## src/rtl/intr_arbiter.sv

```systemverilog
// Four-source interrupt arbiter for a small MCU: synchronizes and edge-detects IRQ lines,
// latches them as pending, and hands one granted source at a time to the MCU via INTR/VEC/ACK.
module intr_arbiter #(
  parameter logic [7:0] BASE_PORT = 8'hE0,
  parameter bit         RR_EN     = 1'b1
) (
  input  logic       CLK,
  input  logic       RESET_N,
  input  logic [3:0] IRQ,
  input  logic       IO_STRB,
  input  logic [7:0] PORT_ID,
  input  logic [7:0] OUT_PORT,
  output logic       INTR,
  output logic [7:0] IN_DATA,
  output logic       IN_VALID
);

  typedef enum logic [1:0] {
    IDLE    = 2'd0,
    ASSERT  = 2'd1,
    HOLDOFF = 2'd2
  } state_e;

  localparam logic [1:0] OFF_MASK = 2'd0;
  localparam logic [1:0] OFF_PEND = 2'd1;
  localparam logic [1:0] OFF_VEC  = 2'd2;
  localparam logic [1:0] OFF_ACK  = 2'd3;

  state_e     state_q, state_d;
  logic [3:0] sync1_q, sync2_q, sync2_dly_q;
  logic [3:0] mask_q, mask_d;
  logic [3:0] pend_q, pend_d;
  logic [1:0] gid_q, gid_d;
  logic [1:0] last_q, last_d;
  logic       busy_q, busy_d;
  logic       intr_q;

  logic [7:0] offset;
  logic       wr_mask, wr_pend, wr_ack;
  logic [3:0] rise, eligible, grant_clr, w1c;
  logic [1:0] pick, scan_idx;
  logic       pick_vld;
  logic       unused_out_hi;

  // Register decode: offset wraps in 8 bits so any BASE_PORT alignment works.
  assign offset   = PORT_ID - BASE_PORT;
  assign IN_VALID = (offset < 8'd4);
  assign wr_mask  = IO_STRB && IN_VALID && (offset[1:0] == OFF_MASK);
  assign wr_pend  = IO_STRB && IN_VALID && (offset[1:0] == OFF_PEND);
  assign wr_ack   = IO_STRB && IN_VALID && (offset[1:0] == OFF_ACK);
  assign unused_out_hi = ^OUT_PORT[7:4];

  assign rise     = sync2_q & ~sync2_dly_q;
  assign eligible = pend_q & mask_q;
  assign w1c      = wr_pend ? OUT_PORT[3:0] : 4'h0;

  // Source selection: round-robin scans upward from last+1, fixed priority from 0.
  always_comb begin
    // NOTE: every combinational output gets a default before any branch, so no latch is inferred.
    pick     = 2'd0;
    pick_vld = 1'b0;
    scan_idx = 2'd0;
    for (int k = 0; k < 4; k++) begin
      scan_idx = RR_EN ? (last_q + 2'(k + 1)) : 2'(k);
      if (!pick_vld && eligible[scan_idx]) begin
        pick     = scan_idx;
        pick_vld = 1'b1;
      end
    end
  end

  always_comb begin
    state_d   = state_q;
    gid_d     = gid_q;
    busy_d    = busy_q;
    last_d    = last_q;
    grant_clr = 4'h0;
    unique case (state_q)
      IDLE: begin
        if (pick_vld) begin
          state_d   = ASSERT;
          gid_d     = pick;
          busy_d    = 1'b1;
          last_d    = pick;
          grant_clr = 4'b0001 << pick;
        end
      end
      ASSERT: begin
        // Mask changes are deliberately ignored here; only an ACK ends service.
        if (wr_ack) begin
          state_d = HOLDOFF;
          busy_d  = 1'b0;
        end
      end
      HOLDOFF: state_d = IDLE;
      default: state_d = IDLE;
    endcase
  end

  // A new edge always wins over a same-cycle W1C or grant clear.
  assign pend_d = (pend_q & ~w1c & ~grant_clr) | rise;
  assign mask_d = wr_mask ? OUT_PORT[3:0] : mask_q;

  always_ff @(posedge CLK or negedge RESET_N) begin
    if (!RESET_N) begin
      // NOTE: sequential state uses non-blocking assignments so all flops update from pre-edge values.
      sync1_q     <= 4'h0;
      sync2_q     <= 4'h0;
      sync2_dly_q <= 4'h0;
      mask_q      <= 4'h0;
      pend_q      <= 4'h0;
      gid_q       <= 2'd0;
      last_q      <= 2'd3;
      busy_q      <= 1'b0;
      state_q     <= IDLE;
      intr_q      <= 1'b0;
    end else begin
      sync1_q     <= IRQ;
      sync2_q     <= sync1_q;
      sync2_dly_q <= sync2_q;
      mask_q      <= mask_d;
      pend_q      <= pend_d;
      gid_q       <= gid_d;
      last_q      <= last_d;
      busy_q      <= busy_d;
      state_q     <= state_d;
      intr_q      <= (state_d == ASSERT);
    end
  end

  assign INTR = intr_q;

  always_comb begin
    IN_DATA = 8'h00;
    if (IN_VALID) begin
      unique case (offset[1:0])
        OFF_MASK: IN_DATA = {4'h0, mask_q};
        OFF_PEND: IN_DATA = {4'h0, pend_q};
        OFF_VEC:  IN_DATA = {4'h0, busy_q, 1'b0, gid_q};
        OFF_ACK:  IN_DATA = 8'h00;
        default:  IN_DATA = 8'h00;
      endcase
    end
  end

endmodule

```

## config.mk

```make
export PLATFORM = sky130hd
export DESIGN_NAME = intr_arbiter
export DESIGN_NICKNAME = d
export VERILOG_FILES = /design/src/rtl/intr_arbiter.sv
export SDC_FILE = /design/constraint.sdc
export NUM_CORES = 1
export LEC_CHECK = 0
export BUFFER_PORTS_ARGS = -buffer_cell sky130_fd_sc_hd__buf_2
export CAP_MARGIN = 20
export CORE_MARGIN = 4
export CORE_UTILIZATION = 55
export CTS_BUF_LIST = sky130_fd_sc_hd__clkbuf_8 sky130_fd_sc_hd__clkbuf_16
export DETAILED_ROUTE_END_ITERATION = 6
export GPL_ROUTABILITY_DRIVEN = 0
export PLACE_DENSITY = 0.83
export SETUP_SLACK_MARGIN = 0.4
export SLEW_MARGIN = 20
export SYNTH_ARGS = -nofsm -noshare
export SYNTH_HDL_FRONTEND = slang
export SYNTH_SLANG_ARGS = --single-unit
```

## constraint.sdc

```tcl
create_clock -name CLK -period 4.6 [get_ports CLK]
set_input_delay 0.92 -clock CLK [delete_from_list [all_inputs] [get_ports CLK]]
set_output_delay 0.92 -clock CLK [all_outputs]
set_load 0.01 [all_outputs]
```

Yosys cells after proc, flatten, opt, wreduce, memory -nomap -nowiden:

Index checks and enable logic that the tools add are counted.

* add/sub/neg operators: 4
* order comparisons: 5
* equal/unequal tests: 7
* shifts and indexed selects: 1
* multiplexer cells: 27
* bitwise logic cells: 8
* reductions and logical operators: 15

Operators with widths (number)
* $pmux 8 s4: 1
* $and 4x4->4: 4
* $lt 2x3->1 const B: 4
* $mux 2: 6
* $mux 4: 3
* $not 4->4: 3
* $mux 1: 10
* $bmux 1 s2: 4
* $lt 8x3->1 const B: 1
* $mux 8: 1
* $sub 8x8->8 const B: 1
* $logic_and 1x1->1: 7
* $eq 2x1->1 const B: 3
* $add 2x2->2 const B: 2
* $eq 2x2->1 const B: 2
* $logic_not 2->1: 2
* $ne 2x2->1 const B: 2
* $or 4x4->4: 1
* $pmux 2 s2: 1
* $shl 1x2->4 const A: 1
* $logic_not 1->1: 3
* $reduce_and 3->1: 1
* $add 2x1->2 const B: 1
* $pmux 1 s2: 1
* other kinds (2): 2

* bits in registers: 28
* input bits: 23
* output and inout port bits: 10
* logic and storage cells: 77

Logic depth before layout (Yosys ltp):

Gate-level depths: netlist of the first run.

* depth in word-level cells: 19
* mapped depth: 6
* gate-level depth less buffers: 6

Worst setup path before layout of the first run:

No wires, ideal clock.

* path kind: input port to output port
* start: in PORT_ID[5]
* end: out IN_DATA[2]
* arrival time: 1941 ps
* data required time: 3680 ps
* setup slack: 1739 ps
* cell stages on the path: 4
* buffers on the path: 0
* cells stage by stage: ha_1 > nor3b_2 > nand3_2 > nor3_1

* word-level cells in the longest chain between the ends: 3

RTL lines
* start: declaration: line 11 `input logic [7:0] PORT_ID,`
* $sub 8x8->8: line 46 `assign offset = PORT_ID - BASE_PORT;`
* $lt 8x3->1: line 47 `assign IN_VALID = (offset < 8'd4);`
* $mux 8: line 135 `if (IN_VALID) begin`
* end: declaration: line 14 `output logic [7:0] IN_DATA,`

No other way between the ends.

Worst setup path after layout of the first run:

Same ends and word-level chain as after synthesis.

==> results of run 1 <==
worst max-delay path, delay by kind of cell:
kind,cells,cell delay (ps)
buffers and inverters,2,270
AND/OR/NAND/NOR,3,710
adder cells (fa/ha/maj),1,290
layout by cell type (no fill, tap or decap), drive strengths merged, types with 2 or more instances in the layout:
cell type	count
a21oi	6
clkbuf	3
nand2b	2
mux2	4
a31oi	2
inv	7
dfrtp	26
nand4	2
dfstp	2
mux2i	4
conb	4
nor3	5
nor2	14
nand2	14
a32o	3
buf	24
nand3	4
power by group:
part	total (W)	leakage, nW	switching, W	internal (W)
logic	0.0000665	0.352	0.0000382	0.0000283
clock network	0.000187	0.0357	0.0000708	0.000116
registers	0.000292	0.319	0.0000173	0.000275
total	0.000546	0.707	0.000126	0.000420
sequential cells by signal, indices dropped and copies added (netlist names), 2 cells and up:
| register | cells |
|---|---|
| state_q | 2 |
| sync1_q | 4 |
| last_q | 2 |
| pend_q | 4 |
| mask_q | 4 |
| sync2_q | 4 |
| sync2_dly_q | 4 |
| gid_q | 2 |
area by class of cell:
class | instances | area (µm²) | area share [%]
sequential | 28 | 703.2 | 48.20
multi-input combinational | 77 | 503.0 | 34.48
timing repair buffer | 24 | 120.1 | 8.233
clock buffer | 3 | 41.29 | 2.830
tap | 28 | 35.03 | 2.401
clock inverter | 1 | 30.03 | 2.058
inverter | 7 | 26.28 | 1.801
cells in the mapped netlist, types with 3 or more instances:
master    n
nor2_1   14
dfrtp_1  26
nor3_1    4
inv_1     6
mux2i_1   4
a32o_1    3
nand2_1  14
mux2_1    4
a21oi_1   5
buf_4     4
kinds of logic (layout without fill, tap and decap cells):
kind of cell | count (synthesis) | after routing
fa+ha+maj | 1 | 1
xor+xnor | 1 | 1
other cells | 1 | 4
simple gates | 46 | 46
buf+inv | 13 | 35
mux | 8 | 8
compound gates | 17 | 17
flops | 28 | 28
through the flow:
step | total power (W) | std cells | hold WS [ps] | instance area, µm² | utilization [%]
floorplan | 0.0003413 | 118 | 331.2 | 1270 | -
global placement | 0.0003608 | 164 | 333.2 | 1388 | 63.34
detailed placement | 0.0003641 | 164 | 335.5 | 1388 | 63.34
CTS | 0.0005515 | 168 | 357.2 | 1459 | 66.59
global route | 0.0005762 | 168 | 366.9 | 1459 | 66.59
finish | 0.0005458 | 168 | 354.6 | 1459 | 66.59
layer usage:
layer  track usage [%]  up-vias  wire [µm]
met5                 0        -          0
met4             8.136        0         43
met3             4.872        4        172
met2             26.69       32       1108
met1             20.91      425        919
li1                  -      444          -
final timing paths:
kind                                   endpoint  slack [ps]  depth (start not counted)
min in group asynchronous    busy_q$_DFFE_PN0P_         640                          1
min                        sync2_q[2]$_DFF_PN0_         350                          0
max reg2reg                 pend_q[0]$_DFF_PN0_        2850                          5
max in group asynchronous  state_q[0]$_DFF_PN0_        3580                          1
max                                  IN_DATA[2]        1500                          6
min reg2reg                sync2_q[2]$_DFF_PN0_         350                          0
==> flow_summary.json, run 1 <==
{
  "synth_area_leaders": "dfrtp_1 (52%), dfstp_2 (4.2%), nand2_1 (4.2%), nor2_1 (4.2%), mux2_1 (3.6%)",
  "crit_type": "input pin to output pin",
  "die-area_mm2": 0.003118,
  "required_ps": 3680,
  "routed_wl_um": 2243,
  "critPathLaunch": "PORT_ID[5]",
  "cp-start-kind": "input pin",
  "clock-sinks": 28,
  "clk_path_buf_depth": 2,
  "hold_buffers": 0,
  "globalRoute.totalOverflow": 0,
  "status": "completed",
  "maxSlewHeadroom_pct": 60.90,
  "viasPerCell": 5.387,
  "vdd_ir_drop_max_uv": 355.7,
  "dr.pass1.iters": 4,
  "io_pins": 33,
  "synth_area_mm2": 0.001259,
  "clk_pin_slew_ps": 90,
  "path_max_fanout": 9,
  "finalHoldViolCount": 0,
  "max_cap_violations": 0,
  "rsz0062_at_grt": "no",
  "yosysSeqAreaShare_pct": 55.86,
  "first_iter_violations": 23,
  "grt_pass1_vias": 915,
  "post_drt_wl_per_cell_um": 13.35,
  "slowest_delay_ps": 290,
  "setup_tns_ps": 0,
  "fp.coreArea_mm2": 0.002191,
  "pre_cts_ws_ps": 1481,
  "fill_cells": 169,
  "fin_ws_ps": 1495,
  "setup_viol": 0,
  "grt_pass1_wl_um": 4119,
  "synth_seq_cells": 28,
  "via_count": 905,
  "total_leakage_power_nw": 0.7072,
  "synthXorXnorAreaFrac_pct": 0.6958,
  "tightest_slew_ps": 586.5,
  "hpwl_um": 1718,
  "synthFlopType": "dfrtp_1",
  "endpoint_kind": "output pin",
  "nets": 165,
  "avgSynthCellArea_um2": 10.95,
  "dieHeight_um": 55.84,
  "antenna_found_initial": 0,
  "area_growth_pct": 15.90,
  "start_util_pct": 57.45,
  "netlist.area_leader.share_pct": 51.69,
  "cts.repair.resized": 0,
  "htreeDepth": 1,
  "synthMuxAreaShare_pct": 6.759,
  "period_share_pct": 67.49,
  "cts_setup_buffers": 0,
  "synth_cell_types": 34,
  "report.final.slew_viol_count": 0,
  "synth_top_family_by_area": "simple AND/OR/NAND/NOR gates",
  "worstPathArrival_ps": 2180,
  "num_rows": 17,
  "hp-class": "register to register",
  "yosys.area_share.simple_pct": 20.18,
  "synthCells": 115,
  "fin_skew_ps": 4.200,
  "drc": 0,
  "min_from": "sync1_q[2]$_DFF_PN0_",
  "synth_compound_area_share_pct": 10.14,
  "ant_nets": 0,
  "crit-reg2reg-launch": "last_q[0]$_DFFE_PN1P_",
  "io_buffers": 24,
  "post-route-min-period_ps": 3105,
  "n_antenna_cell": 0,
  "max_clock_freq_mhz": 322.1,
  "clkLatencyLatePin_ps": 270,
  "tritoncts": "built",
  "crit_chain": "buf_2 -> ha_1 -> nor3b_2 -> nand3_2 -> nor3_1 -> buf_2",
  "yosysWarnings": 0,
  "cts_buffers": 3,
  "grt_start_max_net_pins": 29,
  "synthArstFlopShare_pct": 100.0,
  "yosys.area_share.adder_pct": 0.9940,
  "grt_usage_pct": 16.76,
  "synth_largest_area_cell": "dfrtp_1",
  "synth_edf_count": 0,
  "cts_root_buf": "clkbuf_8",
  "die_w_um": 55.84,
  "drive_above_1_share_pct": 27.86,
  "crit_top_cell": "buf_2",
  "crit_slowest_cell": "ha_1",
  "power.density_mw_per_mm2": 374.1
}
Note: power is estimated with default switching activity, not from simulation.
==> run 2, diff against run 1 <==
--- a/config.mk
+++ b/config.mk
@@ -5,14 +5,15 @@
 export SDC_FILE = /design/constraint.sdc
 export NUM_CORES = 1
 export LEC_CHECK = 0
+export ABC_AREA = 1
 export BUFFER_PORTS_ARGS = -buffer_cell sky130_fd_sc_hd__buf_2
 export CAP_MARGIN = 20
 export CORE_MARGIN = 4
-export CORE_UTILIZATION = 55
+export CORE_UTILIZATION = 53
 export CTS_BUF_LIST = sky130_fd_sc_hd__clkbuf_8 sky130_fd_sc_hd__clkbuf_16
 export DETAILED_ROUTE_END_ITERATION = 6
 export GPL_ROUTABILITY_DRIVEN = 0
-export PLACE_DENSITY = 0.83
+export PLACE_DENSITY = 0.78
 export SETUP_SLACK_MARGIN = 0.4
 export SLEW_MARGIN = 20
 export SYNTH_ARGS = -nofsm -noshare
==> constraint.sdc (replaced) <==
create_clock -name CLK -period 3.2 [get_ports CLK]
set_input_delay 0.64 -clock CLK [delete_from_list [all_inputs] [get_ports CLK]]
set_output_delay 0.64 -clock CLK [all_outputs]
set_load 0.01 [all_outputs]
==> run 2 against run 1 <==
Net effect:
- die area grew 21%
- clock power is essentially flat
- via count is 44% higher
- non-clock buffer count is the same
- register-to-register slack lost 1500 ps
- utilization is 5.3 points lower
- largest power group is now combinational logic
- sequential share of layout area shrank 6.3 points
- cell area rose by 15%
- clock skew shrank 0.86 ps
- critical endpoint is now IN_DATA[0]
- power grew 110%
- sequential power grew 63%
==> flow_summary.json, run 2 <==
{
  "report.final.slew_viol_count": 0,
  "critPathLaunch": "PORT_ID[5]",
  "netlist.area_leader.share_pct": 43.08,
  "viasPerCell": 5.134,
  "setup_viol": 0,
  "synth_seq_cells": 28,
  "fp.coreArea_mm2": 0.002734,
  "die_w_um": 61.38,
  "grt_start_max_net_pins": 29,
  "post-route-min-period_ps": 2438,
  "clkLatencyLatePin_ps": 270,
  "max_cap_violations": 0,
  "hp-class": "input pin to async pin",
  "endpoint_kind": "output pin",
  "maxSlewHeadroom_pct": 61.63,
  "grt_pass1_vias": 1188,
  "area_growth_pct": 11.02,
  "io_pins": 33,
  "synth_common_cells": "nand2_1 (77), dfrtp_1 (26), nand3_1 (24)",
  "grt_pass1_wl_um": 5078,
  "cts.repair.resized": 0,
  "crit_slowest_cell": "ha_1",
  "setup_tns_ps": 0,
  "dieHeight_um": 61.38,
  "avgSynthCellArea_um2": 7.666,
  "timing.critical_path.buf_inv": 2,
  "vdd_ir_drop_max_uv": 640.2,
  "cp-start-kind": "input pin",
  "synth_cell_types": 26,
  "slowest_delay_ps": 200,
  "final_common_cell": "nand2_1",
  "crit_chain": "buf_2 -> ha_1 -> xor2_1 -> nor3_1 -> nand2_1 -> a31oi_1 -> buf_2",
  "power.density_mw_per_mm2": 692.6,
  "clk_path_buf_depth": 2,
  "utilization_pct": 61.33,
  "ant_nets": 0,
  "post_drt_wl_per_cell_um": 11.80,
  "synthCells": 197,
  "cts_buffers": 3,
  "clk_pin_slew_ps": 90,
  "required_ps": 2560,
  "routed_wl_um": 2986,
  "rsz0062_at_grt": "no",
  "tightest_slew_ps": 575.5,
  "fin_ws_ps": 762.4,
  "yosysSeqAreaShare_pct": 46.56,
  "drc": 0,
  "cts_setup_buffers": 0,
  "n_antenna_cell": 0,
  "crit-reg2reg-launch": "last_q[0]$_DFFE_PN1P_",
  "cp-endpoint": "IN_DATA[0]",
  "start_util_pct": 55.24,
  "max_clock_freq_mhz": 410.2,
  "synthFlopType": "dfrtp_1",
  "htreeDepth": 1,
  "crit_cells": 7,
  "synth_area_leaders": "dfrtp_1 (43%), nand2_1 (19%), nand3_1 (8.0%), inv_1 (4.2%), dfstp_2 (3.5%)",
  "fill_cells": 266,
  "nets": 247,
  "synthArstFlopShare_pct": 100.0,
  "hold_buffers": 0,
  "clock-sinks": 28,
  "globalRoute.totalOverflow": 0,
  "num_rows": 19,
  "antenna_found_initial": 0,
  "fin_skew_ps": 3.340,
  "period_share_pct": 76.17,
  "synth_area_mm2": 0.001510,
  "total_leakage_power_nw": 0.9077,
  "die-area_mm2": 0.003768,
  "synth_largest_area_cell": "dfrtp_1",
  "drive_above_1_share_pct": 21.17,
  "io_buffers": 24,
  "pre_cts_ws_ps": 760.0,
  "dr.pass1.iters": 4,
  "via_count": 1299,
  "grt_usage_pct": 18.35,
  "finalHoldViolCount": 0,
  "r2r_end": "pend_q[1]$_DFF_PN0_",
  "status": "completed",
  "worstPathArrival_ps": 1800,
  "crit_family": "simple AND/OR/NAND/NOR gates",
  "path_max_fanout": 6,
  "crit_top_cell": "buf_2",
  "r2r_setup_slack_ps": 1310,
  "synth_edf_count": 0,
  "hpwl_um": 2361,
  "crit_type": "input pin to output pin",
  "tritoncts": "built",
  "yosysWarnings": 0,
  "reg2reg_depth": 11,
  "cts_root_buf": "clkbuf_8",
  "first_iter_violations": 89,
  "layout_common_cells": "nand2_1 (77), dfrtp_1 (26), nand3_1 (24), buf_2 (24), inv_1 (18)",
  "synth.most_common_cell": "nand2_1"
}
-- run 2: changes by cell type after synthesis, moves of 3 or more --
cell | before | now
a32o_1 | 3 | 0
nand2_2 | 0 | 8
nor3_1 | 4 | 1
nand3_1 | 2 | 24
mux2i_1 | 4 | 0
mux2_1 | 4 | 0
nand2_1 | 14 | 77
nor2_1 | 14 | 10
inv_1 | 6 | 17
-- run 2: area by class of cell --
type | count | area (µm²) | share of cell area (%)
Multi-Input combinational cell | 146 | 694.4 | 41.42
Clock buffer | 3 | 41.29 | 2.463
Clock inverter | 1 | 3.754 | 0.2239
Inverter | 20 | 75.07 | 4.478
Tap cell | 31 | 38.79 | 2.313
Timing Repair Buffer | 24 | 120.1 | 7.164
Sequential cell | 28 | 703.2 | 41.94
-- run 2: cell families (layout without fill, tap and decap cells) --
kind of cell / Yosys count / after routing / share of synthesized area [%]
other: 1 / 4 / 0.2483
DFF: 28 / 28 / 46.56
and+or+nand+nor: 128 / 128 / 38.44
xor gates and xnor gates: 1 / 1 / 0.5801
adders and majority gates: 1 / 1 / 0.8284
buffers and inverters: 26 / 48 / 8.202
AOI/OAI and AO/OA: 12 / 12 / 5.136
-- run 2: layer usage --
| metal | vias up | wire length [µm] | GRT usage (%) |
|---|---|---|---|
| li1 | 659 | - | - |
| met1 | 597 | 1307 | 24.06 |
| met2 | 35 | 1474 | 30.51 |
| met3 | 8 | 142 | 2.516 |
| met4 | 0 | 61 | 7.879 |
| met5 | - | 0 | 0 |
-- run 2: power by group --
part / leakage [nW] / switching [W] / internal (W)
logic: 0.560 / 0.000328 / 0.000171
clock network: 0.0269 / 0.000102 / 0.0000861
registers: 0.321 / 0.0000595 / 0.000415
-- run 2: worst min-delay path by stage --
stage | startpoint | to | depth (start not counted)
after detailed placement | sync1_q[1]$_DFF_PN0_ | sync2_q[1]$_DFF_PN0_ | 0
final | RESET_N | mask_q[3]$_DFFE_PN0P_ | 1
after global routing | sync1_q[3]$_DFF_PN0_ | sync2_q[3]$_DFF_PN0_ | 0
after global placement | sync1_q[2]$_DFF_PN0_ | sync2_q[2]$_DFF_PN0_ | 0
after CTS | sync1_q[2]$_DFF_PN0_ | sync2_q[2]$_DFF_PN0_ | 0
after floorplan | sync1_q[0]$_DFF_PN0_ | sync2_q[0]$_DFF_PN0_ | 0
-- run 2: through the flow --
stage | hold WS (ps) | instances | area [µm²] | power [W]
CTS | 361.2 | 253 | 1677 | 0.001168
global placement | 335.5 | 249 | 1632 | 0.0009664
finish | 353.9 | 253 | 1677 | 0.001161
detailed placement | 337.8 | 249 | 1632 | 0.0009795
floorplan | 331.2 | 200 | 1521 | 0.0008937
global route | 379.1 | 253 | 1677 | 0.001251
